[config.mk]
export PLATFORM = sky130hd
export DESIGN_NAME = pingpong_bank_ctrl_flat
export DESIGN_NICKNAME = d
export VERILOG_FILES = /design/src/rtl/pingpong_pkg.sv /design/src/rtl/pingpong_bank_ctrl_if.sv /design/src/rtl/bank_sel_dec1to2.sv /design/src/rtl/pingpong_bank_ctrl.sv /design/src/flat_wrapper.sv
export SDC_FILE = /design/constraint.sdc
export NUM_CORES = 1
export LEC_CHECK = 0
export CORE_AREA = 2 2 108 68
export DETAILED_ROUTE_END_ITERATION = 8
export DIE_AREA = 0 0 110 70
export PLACE_DENSITY = 0.68
export SLEW_MARGIN = 30
export SYNTH_ARGS = -nofsm -noshare
export SYNTH_HDL_FRONTEND = slang
export SYNTH_SLANG_ARGS = --single-unit
[constraint.sdc]
create_clock -name clk -period 2.2 [get_ports clk]
set_clock_uncertainty 0.15 [all_clocks]
set_input_delay 0.44 -clock clk [delete_from_list [all_inputs] [get_ports clk]]
set_output_delay 0.44 -clock clk [all_outputs]
set_load 0.02 [all_outputs]
[src/rtl/pingpong_pkg.sv]
// pingpong_pkg: shared bank index type, bank state constants and index-width helper.
package pingpong_pkg;
    typedef logic bank_t;
    localparam logic BANK_EMPTY = 1'b0;
    localparam logic BANK_FULL = 1'b1;
    function automatic int clog2(input int n);
        int r = 0;
        while ((1 << r) < n) r++;
        return r;
    endfunction
endpackage

[src/rtl/pingpong_bank_ctrl_if.sv]
// pingpong_bank_ctrl_if: producer and consumer valid/ready handshakes of the ping-pong buffer.
interface pingpong_bank_ctrl_if #(parameter int DATA_W = 8);
    logic in_valid, in_ready, out_valid, out_ready, out_last;
    logic [DATA_W-1:0] in_data, out_data;
    modport master(output in_valid, in_data, out_ready, input in_ready, out_valid, out_data, out_last);
    modport slave(input in_valid, in_data, out_ready, output in_ready, out_valid, out_data, out_last);
endinterface

[src/rtl/bank_sel_dec1to2.sv]
// bank_sel_dec1to2: one-hot bank enable decode of the write bank select.
module bank_sel_dec1to2
    import pingpong_pkg::*;
(
    input bank_t sel,
    output logic [1:0] en
);
    assign en = (sel == 1'b0) ? 2'b01 : (sel == 1'b1) ? 2'b10 : 2'b00;
endmodule

[src/rtl/pingpong_bank_ctrl.sv]
// pingpong_bank_ctrl: two-bank ping-pong word buffer; fills one bank while the other drains.
// Defining PINGPONG_FLUSH_EN adds a flush port that commits a partially written bank.
module pingpong_bank_ctrl
    import pingpong_pkg::*;
#(
    parameter int DATA_W = 8,
    parameter int DEPTH = 4
) (
    input logic clk,
    input logic rst,
    pingpong_bank_ctrl_if.slave bus,
`ifdef PINGPONG_FLUSH_EN
    input logic flush,
`endif
    output bank_t wr_bank,
    output logic [1:0] wr_bank_en,
    output bank_t rd_bank,
    output logic [1:0] bank_full
);
    localparam int IW = clog2(DEPTH);
    logic [DATA_W-1:0] mem [2][DEPTH];
    logic [IW-1:0] wr_idx, rd_idx;
    logic [IW:0] len_rd;
    logic wr_hs, rd_hs, commit;
    assign bus.in_ready = bank_full[wr_bank] == BANK_EMPTY;
    assign bus.out_valid = bank_full[rd_bank] == BANK_FULL;
    assign bus.out_data = mem[rd_bank][rd_idx];
    assign bus.out_last = bus.out_valid && rd_idx == IW'(len_rd - 1'b1);
    assign wr_hs = bus.in_valid && bus.in_ready;
    assign rd_hs = bus.out_valid && bus.out_ready;
`ifdef PINGPONG_FLUSH_EN
    logic [IW:0] len [2];
    // a flush only commits when the bank holds at least one word, counting this cycle's write
    assign commit = (wr_hs && wr_idx == IW'(DEPTH - 1)) || (flush && (wr_idx != '0 || wr_hs));
    assign len_rd = len[rd_bank];
    always_ff @(posedge clk or posedge rst) begin
        if (rst) len <= '{default: (IW + 1)'(DEPTH)};
        else if (commit) len[wr_bank] <= (IW + 1)'(wr_idx) + (IW + 1)'(wr_hs);
    end
`else
    assign commit = wr_hs && wr_idx == IW'(DEPTH - 1);
    assign len_rd = (IW + 1)'(DEPTH);
`endif
    always_ff @(posedge clk) begin
        if (wr_hs) mem[wr_bank][wr_idx] <= bus.in_data;
    end
    // commit and drain always target different banks, so both flag updates can land together
    always_ff @(posedge clk or posedge rst) begin
        if (rst) begin
            wr_bank <= 1'b0;
            rd_bank <= 1'b0;
            wr_idx <= '0;
            rd_idx <= '0;
            bank_full <= {BANK_EMPTY, BANK_EMPTY};
        end else begin
            if (wr_hs) wr_idx <= wr_idx + 1'b1;
            if (commit) begin
                bank_full[wr_bank] <= BANK_FULL;
                wr_bank <= ~wr_bank;
                wr_idx <= '0;
            end
            if (rd_hs) begin
                rd_idx <= rd_idx + 1'b1;
                if (bus.out_last) begin
                    bank_full[rd_bank] <= BANK_EMPTY;
                    rd_bank <= ~rd_bank;
                    rd_idx <= '0;
                end
            end
        end
    end
    bank_sel_dec1to2 u_dec (.sel(wr_bank), .en(wr_bank_en));
endmodule
[src/flat_wrapper.sv]
// flat-port wrapper written by rule: the top's interface ports become plain ports
module pingpong_bank_ctrl_flat import pingpong_pkg::*;
#(
    parameter int DATA_W = 8,
    parameter int DEPTH = 4
)
  (clk, rst, wr_bank, wr_bank_en, rd_bank, bank_full, bus_in_valid, bus_in_data, bus_out_ready, bus_in_ready, bus_out_valid, bus_out_data, bus_out_last);
  pingpong_bank_ctrl_if #(.DATA_W(DATA_W)) bus_i ();
  input logic clk;
  input logic rst;
  output bank_t wr_bank;
  output logic [1:0] wr_bank_en;
  output bank_t rd_bank;
  output logic [1:0] bank_full;
  input wire logic [$bits(bus_i.in_valid)-1:0] bus_in_valid;
  input wire logic [$bits(bus_i.in_data)-1:0] bus_in_data;
  input wire logic [$bits(bus_i.out_ready)-1:0] bus_out_ready;
  output wire logic [$bits(bus_i.in_ready)-1:0] bus_in_ready;
  output wire logic [$bits(bus_i.out_valid)-1:0] bus_out_valid;
  output wire logic [$bits(bus_i.out_data)-1:0] bus_out_data;
  output wire logic [$bits(bus_i.out_last)-1:0] bus_out_last;
  assign bus_i.in_valid = bus_in_valid;
  assign bus_i.in_data = bus_in_data;
  assign bus_i.out_ready = bus_out_ready;
  assign bus_in_ready = bus_i.in_ready;
  assign bus_out_valid = bus_i.out_valid;
  assign bus_out_data = bus_i.out_data;
  assign bus_out_last = bus_i.out_last;
  pingpong_bank_ctrl #(.DATA_W(DATA_W), .DEPTH(DEPTH)) u_core (.clk(clk), .rst(rst), .bus(bus_i), .wr_bank(wr_bank), .wr_bank_en(wr_bank_en), .rd_bank(rd_bank), .bank_full(bank_full));
endmodule
==> impl_metrics.csv <==
group,metric,value,unit
worst_setup_path,end_kind,"output port",
synth,syn_avg_cell_area,20.0,um^2
cells_and_area,n_antenna_cell,0,
floorplan,pin_count,29,
detailed_routing,postRouteAntennaNets,0,
placed_design,dp_hpwl,3.68,mm
grt,antenna_found_initial,0,
detailed_routing,drtPass1Iterations,4,
synth,syn_inst,147,
floorplan,start_util,0.428,
run_status,outcome,"finished, violations left",
timing,fmax,0.398,GHz
worst_setup_path,arrival,1.92,ns
worst_setup_path,cp-start-kind,"register",
synth,synth_top_cell_area_share,0.653,
synth,yosysMostFrequentCell,"edfxtp_1",
timing,setup_slack,-0.311,ns
worst_setup_path,crit_chain,"buf_6, mux4_1, mux2_4, buf_6",
clock_network,root_buffer,"clkbuf_8",
worst_setup_path,crit_family,"multiplexers",
hold_path,hold_class,"primary input to async pin",
floorplan,dieArea,7700,um^2
grt,grt_max_degree,14,
synth,synth_fp_nets,164,
timing,rsz0062_at_grt,"yes",
timing,slew_violations,0,
detailed_routing,routed-wl-met2,2.90,mm
worst_setup_path,critPathMaxFanout,7,
detailed_routing,drtIter0Drc,101,
worst_setup_path,cpMaxStageDelayCell,"mux4_1",
synth,synth-main-ff-cell,"edfxtp_1",
clock_network,cts_tree,"built",
timing,setup_viol,8,
synth,syn_area,2950,um^2
worst_setup_path,cp_common_cell,"buf_6",
cells_and_area,postLayoutCellArea,3680,um^2
clock_network,clk_pin_slew,0.08,ns
detailed_routing,drc_errors,0,
worst_setup_path,cp_num_buf_inv,2,
timing,finalCritPeriodShare,1.14,
synth,synthArstFlopShare,0.111,
detailed_routing,wl_met1,2.53,mm
synth,yosys-top-cells-count,"64 x edfxtp_1, 13 x mux2_2, 13 x mux4_1, 9 x nand2_1, 8 x dfrtp_1",
synth,yosys_warnings,0,
placed_design,place_inst,277,
clock_network,numClockSinks,72,
floorplan,die_y,70,um
grt,grt_pass1_vias,1635,
detailed_routing,wl_per_cell,19.7,um
floorplan,rows,24,
grt,grt_pass1_wl,8.96,mm
floorplan,dieWidth,110,um
pwr,powerDensity,1340,nW/um^2
clock_network,clockBufferDepth,2,
detailed_routing,wl,5.87,mm
worst_setup_path,critical_path.max_stage_delay,0.57,ns
timing,finalHoldViolCount,0,
detailed_routing,vias_per_cell,5.20,
synth,yosysSeqAreaShare,0.720,
cells_and_area,nets,219,
timing,fin_crit,2.51,ns
cells_and_area,finalNonFillerCells,298,
worst_setup_path,cp.required,1.61,ns
cells_and_area,area_delta_synth_final,25.0,%
placed_design,gpl.final_weighted_congestion,0.761,
timing,slew-limit-headroom,0.774,
grt,track_usage,0.170,
synth,ys_seq_elements,72,
placed_design,portBuffers,28,
clock_network,clock_latency,0.35,ns
detailed_routing,dr_wl_met3,345,um
cells_and_area,drive_gt1_frac,0.372,
run_status,violations,"negative setup slack",
detailed_routing,top_layer,"met4",
timing,tightest_slew,0.338,ns
flow_run,drv_cap,0,
clock_network,postCtsHoldBufs,0,
floorplan,core,6880,um^2
pwr,ir_drop,521,uV
placed_design,placed_cell_area,3450,um^2
pwr,leakagePower,0.00135,uW
synth,synth_edf_count,64,
detailed_routing,dr_total_vias,1549,
worst_setup_path,crit_type,"register to output port",
synth,yosys-top-cells-area,"edfxtp_1 65%, mux4_1 12%, dfrtp_1 6.8%",
pwr,total_power,4920,uW
synth,synth_cell_types,23,
clock_network,cts_buffers,9,
synth,synth_largest_area_cell,"edfxtp_1",
clock_network,htree_num_levels,3,
grt,grt-ovfl-total,0,
-- power by group --
part	total, uW	internal [uW]	switching, uW	leakage [uW]
clock	905	408	498	0.0000854
combinational	2220	1200	1020	0.000593
sequential	1790	1690	97.7	0.000673
total	4920	3300	1610	0.00135
-- cell type report --
class / count / area (um^2)
Fill cell: 560 / 3190
Sequential cell: 72 / 2120
Multi-Input combinational cell: 63 / 752
Timing Repair Buffer: 51 / 503
Clock buffer: 9 / 124
Tap cell: 91 / 114
Clock inverter: 7 / 47.5
Inverter: 5 / 18.8
-- worst paths after layout --
kind	startpoint	endpoint	slack, ns	depth (start not counted)
max	u_core.rd_bank	bus_out_data[2]	-0.31	4
min	rst	u_core.rd_idx[1]	0.19	2
max reg2reg	u_core.wr_idx[0]	u_core.mem[0][0]	0.38	5
min reg2reg	u_core.wr_idx[1]	u_core.wr_idx[1]	0.44	1
max in group asynchronous	rst	u_core.rd_bank	1.44	2
min in group clk	u_core.wr_idx[1]	u_core.wr_idx[1]	0.44	1
-- layout by cell type, fill, tap and decap left out, drive strengths merged --
| cell | Yosys | layout |
|---|---|---|
| mux4 | 16 | 16 |
| clkinvlp | 0 | 2 |
| nor2 | 6 | 6 |
| mux2 | 13 | 13 |
| a21oi | 2 | 2 |
| nor3 | 3 | 3 |
| edfxtp | 64 | 64 |
| or3 | 1 | 1 |
| o21ai | 2 | 2 |
| ha | 5 | 5 |
| dfrtp | 8 | 8 |
| dlygate4sd2 | 0 | 1 |
| clkdlybuf4s50 | 0 | 16 |
| a31oi | 2 | 2 |
| nand2b | 1 | 1 |
| mux2i | 1 | 1 |
| clkbuf | 1 | 10 |
| inv | 5 | 6 |
| clkinv | 0 | 4 |
| buf | 6 | 32 |
| dlymetal6s2s | 0 | 1 |
| nand2 | 9 | 9 |
| and3 | 1 | 1 |
| and2 | 1 | 1 |
-- timing repair --
action,4_1_cts,5_1_grt
gates resized for setup,74,7
gates cloned,1,0
setup buffers,5,0
endpoints found under the setup margin,12,11
-- stage by stage --
step / hold WS (ns) / setup slack (ns) / util / setup TNS [ns]
floorplan: 0.106 / 0.0649 / - / 0
global placement: 0.393 / -0.317 / 0.502 / -2.41
detailed placement: 0.428 / -0.344 / 0.502 / -2.57
CTS: 0.191 / -0.338 / 0.541 / -2.55
global route: 0.228 / -0.368 / 0.535 / -2.52
finish: 0.191 / -0.311 / 0.535 / -2.04
-- flip-flops by register name, summed over array words and instances (netlist names) --
register,cells
u_core.bank_full,2
u_core.rd_idx,2
u_core.wr_bank,1
u_core.wr_idx,2
u_core.mem,64
u_core.rd_bank,1
-- per-layer routing --
layer	up-vias	track usage
met5	-	0
met2	48	0.268
li1	688	-
met3	8	0.0542
met4	0	0.0647
met1	805	0.220
-- kinds of logic (layout without fill, tap and decap cells) --
kind of cell	Yosys count	after routing	share of synthesized area
AOI/OAI and AO/OA	6	6	0.0110
buffers and inverters	12	72	0.0225
DFF	72	72	0.720
and+or+nand+nor	22	22	0.0327
adders and majority gates	5	5	0.0212
muxes	30	30	0.192
No activity file was read; power rests on OpenSTA's default activity.
